$ cat src/rtl/extend_pipe.sv
// extend_pipe: registered immediate extender feeding a two-entry skid buffer.
// Each accepted instr/imm_src pair is decoded into its extended immediate,
// sub-word selector, rotate carry-out and illegal flag, then queued so the
// execute stage can stall decode without dropping operands. Head outputs read
// as zero whenever the buffer is empty.
module extend_pipe #(
    parameter int DATA_W = 32,
    parameter int CNT_W  = 8
) (
    input  logic              clk,
    input  logic              reset,
    input  logic              in_valid,
    output logic              in_ready,
    input  logic [23:0]       instr,
    input  logic [2:0]        imm_src,
    output logic              out_valid,
    input  logic              out_ready,
    output logic [DATA_W-1:0] ext_imm,
    output logic [1:0]        mem_sel,
    output logic              rot_carry,
    output logic              illegal,
    output logic [CNT_W-1:0]  illegal_cnt
);

    typedef struct packed {
        logic [DATA_W-1:0] imm;
        logic [1:0]        sel;
        logic              carry;
        logic              ill;
    } ent_t;

    // Decode one instruction immediate according to its extend mode.
    function automatic ent_t f_extend(input logic [23:0] ins, input logic [2:0] src);
        ent_t              e;
        logic [4:0]        rot_amt;
        logic [63:0]       rot_dbl;
        logic [31:0]       rot_val;
        logic signed [25:0] br_off;
        logic signed [11:0] imm12;
        e       = '0;
        rot_amt = {ins[11:8], 1'b0};
        rot_dbl = {24'd0, ins[7:0], 24'd0, ins[7:0]} >> rot_amt;
        rot_val = rot_dbl[31:0];
        br_off  = $signed({ins, 2'b00});
        imm12   = $signed(ins[11:0]);
        case (src)
            3'b000: e.imm = {{(DATA_W-12){1'b0}}, ins[11:0]};
            3'b001: begin
                e.sel = ins[1:0];
                if (ins[1:0] == 2'b01 || ins[1:0] == 2'b10)
                    e.imm = {{(DATA_W-10){1'b0}}, ins[11:2]};
                else
                    e.imm = {{(DATA_W-12){1'b0}}, ins[11:0]};
            end
            3'b010: e.imm = {{(DATA_W-26){br_off[25]}}, br_off};
            3'b011: begin
                // Rotating by zero leaves the shifter carry untouched, so report 0.
                e.imm   = {{(DATA_W-32){1'b0}}, rot_val};
                e.carry = (rot_amt != 5'd0) && rot_val[31];
            end
            3'b100: e.imm = {{(DATA_W-12){imm12[11]}}, imm12};
            default: e.ill = 1'b1;
        endcase
        return e;
    endfunction

    // Saturating increment for the illegal-entry counter.
    function automatic logic [CNT_W-1:0] f_sat_inc(input logic [CNT_W-1:0] c);
        return (c == {CNT_W{1'b1}}) ? c : c + CNT_W'(1);
    endfunction

    ent_t             r_buf [2];
    logic             r_head;
    logic             r_tail;
    logic [1:0]       r_count;
    logic [CNT_W-1:0] r_ill_cnt;

    logic             w_push;
    logic             w_pop;
    ent_t             w_new;
    ent_t             w_head;

    assign in_ready  = (r_count != 2'd2);
    assign out_valid = (r_count != 2'd0);
    assign w_push    = in_valid && in_ready;
    assign w_pop     = out_valid && out_ready;
    assign w_new     = f_extend(instr, imm_src);

    // Pointer, occupancy and illegal-counter bookkeeping.
    always_ff @(posedge clk or negedge reset) begin
        if (!reset) begin
            r_head    <= 1'b0;
            r_tail    <= 1'b0;
            r_count   <= 2'd0;
            r_ill_cnt <= '0;
        end else begin
            if (w_push)
                r_tail <= ~r_tail;
            if (w_pop)
                r_head <= ~r_head;
            case ({w_push, w_pop})
                2'b10:   r_count <= r_count + 2'd1;
                2'b01:   r_count <= r_count - 2'd1;
                default: r_count <= r_count;
            endcase
            if (w_push && w_new.ill)
                r_ill_cnt <= f_sat_inc(r_ill_cnt);
        end
    end

    // Entry storage; contents only matter while counted, so no reset needed.
    always_ff @(posedge clk) begin
        if (w_push)
            r_buf[r_tail] <= w_new;
    end

    // Present the head entry, forced to zero when the buffer is empty.
    always_comb begin
        w_head = '0;
        if (r_count != 2'd0)
            w_head = r_buf[r_head];
    end

    assign ext_imm     = w_head.imm;
    assign mem_sel     = w_head.sel;
    assign rot_carry   = w_head.carry;
    assign illegal     = w_head.ill;
    assign illegal_cnt = r_ill_cnt;

endmodule

$ cat config.mk
export PLATFORM = sky130hd
export DESIGN_NAME = extend_pipe
export DESIGN_NICKNAME = d
export VERILOG_FILES = /design/src/rtl/extend_pipe.sv
export SDC_FILE = /design/constraint.sdc
export NUM_CORES = 1
export LEC_CHECK = 0
export CORE_MARGIN = 2
export CORE_UTILIZATION = 45
export CTS_CLUSTER_DIAMETER = 60
export CTS_CLUSTER_SIZE = 25
export DETAILED_ROUTE_END_ITERATION = 10
export PLACE_DENSITY = 0.67
export SYNTH_ARGS = -nofsm -noshare
export SYNTH_HDL_FRONTEND = slang
export SYNTH_SLANG_ARGS = --single-unit
$ cat constraint.sdc
create_clock -name clk -period 5.2 [get_ports clk]
set_input_delay 0.78 -clock clk [delete_from_list [all_inputs] [get_ports clk]]
set_output_delay 0.78 -clock clk [all_outputs]
set_load 0.02 [all_outputs]
After elaboration in Yosys (flattened, before gate mapping):

Memory sizes are Yosys's and may differ from the RTL's.
Index checks and enable logic that the tools add are counted.

* flip-flop bits (word level): 12
* RAM bits: 72
* input port bits: 31
* output and inout bits: 46
* word-level logic and storage cells: 42
* memories: 1

* $add $sub $neg: 3
* equal/unequal tests: 10
* shifts and indexed selects: 1
* muxes and demuxes: 9
* bitwise gates (word level): 3
* reduce and logical (&&, ||, !) cells: 11

Memories
* r_buf: depth 2, bits a word 36, rd ports 1, clocked after memory_dff 0, wr ports 1, RTL line 72 `ent_t r_buf [2];`

Operator list (number)
* $pmux W32 S5: 1
* $shr A40 B5 Y32: 1
* $mux W36: 1
* $mux W12: 1
* $add A8 B1 Y8 const B: 1
* $eq A8 B8 Y1 const B: 1
* $eq A3 B2 Y1 const B: 2
* $reduce_or A5 Y1: 1
* $eq A2 B1 Y1 const B: 2
* $eq A2 B2 Y1 const B: 2
* $logic_and A1 B1 Y1: 4
* $mux W1: 4
* $pmux W2 S2: 1
* $reduce_bool A2 Y1: 2
* $reduce_bool A4 Y1: 1
* $eq A3 B1 Y1 const B: 1
* $eq A3 B3 Y1 const B: 1
* $logic_not A3 Y1: 1
* $not A1 Y1: 3
* $add A2 B1 Y2 const B: 1
* $mux W2: 1
* $ne A2 B2 Y1 const B: 1
* $reduce_and A2 Y1: 1
* $sub A2 B1 Y2 const B: 1
* $logic_or A1 B1 Y1: 1

Logic depth before layout (Yosys ltp):

* depth in word-level cells: 5
* mapped depth: 7
* gate-level depth less buffers: 7

Worst setup path after synthesis:

Ideal clock, no wire load.

* path kind: flip-flop to flip-flop
* start point: register r_count[0]
* end point: memory r_buf[0][0] in the netlist's numbering, enable pin
* library setup time: 429 ps
* data arrival time: 2414 ps
* data required time: 4771 ps
* setup slack: 2356 ps
* stages on the path, launching flop included: 4
* path buffers: 0
* clock period less this slack: 2844 ps
* cell sequence: dfrtp_1 > nand2b_1 > nand2_1 > nor2_1

* longest elaborated chain between the ends: 4

Ends and longest elaborated chain
* from (decl): RTL line 75 `logic [1:0] r_count;`
* from (signal assigned): RTL line 102 `2'b10: r_count <= r_count + 2'd1;`
* from (signal assigned): RTL line 103 `2'b01: r_count <= r_count - 2'd1;`
* from (signal assigned): RTL line 104 `default: r_count <= r_count;`
* $ne A2 B2 Y1: RTL line 83 `assign in_ready = (r_count != 2'd2);`
* via in_ready: RTL line 13 `output logic in_ready,`
* $logic_and A1 B1 Y1: RTL line 85 `assign w_push = in_valid && in_ready;`
* $mux W1: RTL line 113 `if (w_push)`
* $mux W1 (not written as such): RTL line 114 `r_buf[r_tail] <= w_new;`
* to (decl): RTL line 72

The timed path passes the listed nets, and every way through them passes these cells.

Worst setup path in the final report:

* start point: register r_head
* end point: output port ext_imm[17]

* longest elaborated chain between the ends: 2

Ends and longest elaborated chain
* from (decl): RTL line 73 `logic r_head;`
* from (signal assigned): RTL line 100 `r_head <= ~r_head;`
* $mem_v2 Z2 W36
* $mux W36: RTL line 120 `if (r_count != 2'd0)`
* to (decl): RTL line 18 `output logic [DATA_W-1:0] ext_imm,`

No other way between the ends.

==> impl.org <==
** Synthesis
- Of the total synthesized cell area, the portion taken by AND, OR, NAND and NOR gates is 12.44%.
- Counting flops with a built-in enable in the synthesized netlist gives 72.
- Proportion of synthesized flip-flops having asynchronous set or reset :: approximately 14%
- Most used flip-flop cell after synthesis :: edfxtp_1
- Ranking of synthesized cells by area :: edfxtp_1, mux2i_1, dfrtp_1
- The share of the Yosys chip area taken by registers is between 50 and 60%.
- Counting every net in the synthesized netlist gives a little under 400.
- Cell Area, Synth :: around 4300 um^2
- Multiplexer share of the synthesized area :: 11.54%
- Syn Inst Count :: 355
- Summed over its instances, the top area cell type makes up 50.23% of the synthesized netlist area.
- Yosys reg bits :: 84
- In this run, distinct cell masters in the synthesized netlist total 54.
- The Yosys step of the flow raised 0 warnings.
- Per-instance average area after synthesis :: 12.12 um^2
- Summing the areas of all fa, ha and maj instances in the mapped netlist gives less than 1% of the synthesized area.
- Parity-gate share of the synthesized area counting xor and xnor cells :: 2.645%
- Most frequent cells after synthesis :: edfxtp_1, nor2_1, mux2i_1, nand2_1
- After synthesis, the largest family of logic cells by area is simple AND/OR/NAND/NOR gates.
- Compound-gate portion of the synthesized area :: 12.09%
- The largest total area in the synthesized netlist belongs to edfxtp_1.
- Leading cell type by number of instances after synthesis :: edfxtp_1

** Floorplan
- Die width :: 101.8 um
- For this configuration, the core starts out at a cell density of a little under half.
- The die covers between 10000 and 15000 um^2.
- After floorplanning, the core was divided into 35 placement rows.
- I/O Pins :: 77
- The die is 101.8 um tall.
- Core Region :: 9240 um^2

** Placement
- Routability-driven placement finished with a final weighted congestion of 0.8943.
- In this run the cell area measured after placement is 5120 um^2.
- During placement, the flow inserted port buffers numbering 76.
- Detailed placement finished with a half-perimeter wire length of 7091 um.

** Power
- Sw Pwr :: 0.001006 W
- Clock power frac :: 17.6%
- Total power consumption of the routed design :: 0.002743 W
- Proportion of total power due to net switching :: 36.67%
- Of the total power, registers draw between 30% and 40%.
- Design internal power :: ~0.0017 W
- Leakage Power :: 2.033 nW
- Logic pwr share :: a little over two fifths
- Power spread over the standard cell area amounts to 514.0 nW/um^2.
- The worst-case IR drop observed on VDD is 0.2779 mV.

** Layout
- The final layout contains between 400 and 500 nets.
- Total non-filler cell area in the finished layout :: 5336 um^2
- Cells with a size suffix above 1 make up about 7.5% of the layout.
- Compared with the post-synthesis result, the final layout area differs by 23.98%.
- The repair_antennas step left the layout with diodes totalling 0.

** Drt
- Via density per instance :: 5.641
- Remaining routing DRC violations :: 0
- Routed signal wires occupy layers up through met4.
- For this block, the via count after detailed routing is 3125.
- The first TritonRoute pass finished after 4 iterations.
- After detailed routing, the met3 layer carries a little over 500 um of wire.
- After detailed routing, the average wire length per cell comes to 18.66 um.
- Sum of met2 wire segment lengths after detailed routing :: 4773 um
- In the final routing, the length of wire on met1 measures 4788 um.
- For this block, the initial DRC count from the detailed router was 214.
- Post-route ant nets :: 0
- Summed over all layers, the routed wires come to 10340 um.

** Timing
- The count of endpoints failing hold in the final timing report is 0.
- At the pin with the least slew margin, the transition time is 1162 ps.
- Final worst path period need :: approximately 3300 ps
- Aggregate negative setup slack :: 0 ps
- After layout, the worst path uses 62.99% of the clock period.
- Across all hold checks on the routed design, the worst slack comes to 502.1 ps.
- The final-report max-slew violation count was 0.
- Measured against its own limit, the worst slew margin works out to 22.54%.
- Final worst clock skew :: ~9.5 ps
- Setup repair after global routing left no endpoint under its margin.
- Setup violations remaining at the end of the flow were counted as 0.
- Fmax :: 305.3 MHz

** Outcome
- Status :: completed

** Critical path
- Crit path max-delay cell type :: dfrtp_2
- Endpoint required time on the critical path :: 4420 ps
- The critical path crosses 3 cells after its start point.
- R2R cell count :: 7
- At the worst endpoint, the arrival time is 2500 ps.
- The signal on the critical path passes through mux2i_1, nor2_1, clkdlybuf4s50_1.
- Start-to-end type of the worst setup path :: flop to output port
- The worst setup path is captured at an output port.
- Worst flop-to-flop path startpoint :: r_count[0]$_DFFE_PN0P_
- Worst path max stage delay :: around 1200 ps
- Along the worst path, the maximum fanout reaches 37.
- R2r endpoint :: r_count[1]$_DFFE_PN0P_
- Startpoint type of the worst setup path :: flop
- Grouping stages by cell kind, the critical path spends the most delay in flip-flops.
- The setup check on the worst reg-to-reg path leaves a slack of ~3000 ps.
- Counting both buffers and inverters, the worst setup path holds a total of 1.

** Clock tree
- Reg clk slew, reported paths :: 90 ps
- Clock tree synthesis found a total of 84 sinks.
- Buffers inserted during clock tree synthesis total 9.
- Once the clock tree was built, the setup fixing pass inserted 0 buffers.
- CTS root buf :: clkbuf_8
- In this run the deepest clock path goes through 2 buffers.
- Clock Latency Late Sink :: 360 ps
- TritonCTS built the clock tree.
- Post-CTS Resized :: 0
- For this design, the CTS-stage hold fixing added 0 buffers.
- Depth of the CTS H-tree :: 3

** Hold path
- Type of the worst min-delay path :: flop to flop
- Hold path depth :: 1
- The worst hold path terminates at illegal_cnt[7]$_DFFE_PN0P_.
- Min-Delay Startpoint :: illegal_cnt[7]$_DFFE_PN0P_

** Global routing
- Total grt overflow :: 0
- Entering global routing, the biggest net connects 38 pins.
- The number of global-route vias before repair was 3090.
- Wire length of the first global-routing pass :: roughly 16000 um
- Global routing used 20.79% of the available tracks.
- Number of antenna violations at the first check in global routing :: 0

** Flow run
- Max-cap violations in this run came to 0.
-- cells in the final DEF (no fill, tap or decap), types with 2 or more instances in the layout --
cell type	Yosys	routed
clkdlybuf4s50_1	0	76
edfxtp_1	72	72
nor2_1	48	46
mux2i_1	44	44
nand2_1	17	17
a21oi_1	14	14
o21ai_0	14	14
dfrtp_1	12	11
clkbuf_8	0	10
xor2_1	9	9
a22oi_1	7	7
o211ai_1	6	6
nor4_1	6	6
nand2b_1	5	5
and3_1	5	5
o221ai_1	5	5
inv_1	4	4
nand3_1	4	4
mux2_2	4	4
o21ai_1	4	4
xnor2_1	4	4
a21o_1	4	4
a22o_1	4	4
nor2_2	1	3
a221o_1	3	3
and2_1	3	3
buf_4	5	3
nand4b_4	2	2
o22a_1	2	2
a21bo_2	2	2
nor3b_1	2	2
nor2b_1	2	2
ha_1	2	2
clkbuf_16	0	2
-- per-stage QoR --
| stage | instances | utilization, % | setup slack (ps) |
|---|---|---|---|
| after floorplan | 355 | - | 2356 |
| after global placement | 538 | 55.41 | 1927 |
| after detailed placement | 538 | 55.41 | 1957 |
| after CTS | 554 | 57.75 | 1903 |
| after global routing | 554 | 57.75 | 1740 |
| final | 554 | 57.75 | 1925 |
-- cell families after synthesis --
kind of cell | count (synthesis)
xor+xnor | 13
flops | 84
buf+inv | 29
mux | 49
fa+ha+maj | 2
compound gates | 75
simple gates | 103
-- sequential cells by signal (all words and copies together), names as in the netlist --
name and count:
r_buf 72, r_head 1, r_count 2, r_tail 1
illegal_cnt 8
-- power groups by stage --
stage	Clock, W	Combinational [W]	Sequential, W
after floorplan	0	0.000720	0.00103
after global placement	0	0.00119	0.00108
after detailed placement	0	0.00120	0.00109
after global routing	0.000521	0.00127	0.00110
after CTS	0.000495	0.00120	0.00108
final	0.000483	0.00118	0.00108
-- how the worst max path moves through the flow --
stage | startpoint | to | slack [ps]
floorplan | r_count[0]$_DFFE_PN0P_ | r_buf[0][0]$_DFFE_PP_ | 2360
global placement | imm_src[2] | r_buf[0][31]$_DFFE_PP_ | 1930
detailed placement | imm_src[2] | r_buf[1][30]$_DFFE_PP_ | 1960
CTS | r_head$_DFFE_PN0P_ | ext_imm[17] | 1900
global route | r_head$_DFFE_PN0P_ | ext_imm[16] | 1740
finish | r_head$_DFFE_PN0P_ | ext_imm[17] | 1920
-- area by class of cell --
cell class | instances | area [um^2]
flip-flops and latches | 84 | 2464
multi-input cells | 242 | 1697
inverters | 4 | 15.01
clock inverters | 3 | 25.02
well taps | 129 | 161.4
fillers | 806 | 3904
repair buffers | 79 | 783.3
clock buffers | 13 | 191.4
-- metal layers --
layer / up-vias / GRT usage [%]
met5: - / 0
met4: 0 / 10.19
met3: 24 / 2.761
met2: 112 / 32.03
met1: 1520 / 29.02
li1: 1469 / -
(Power assumes the default switching activity.)
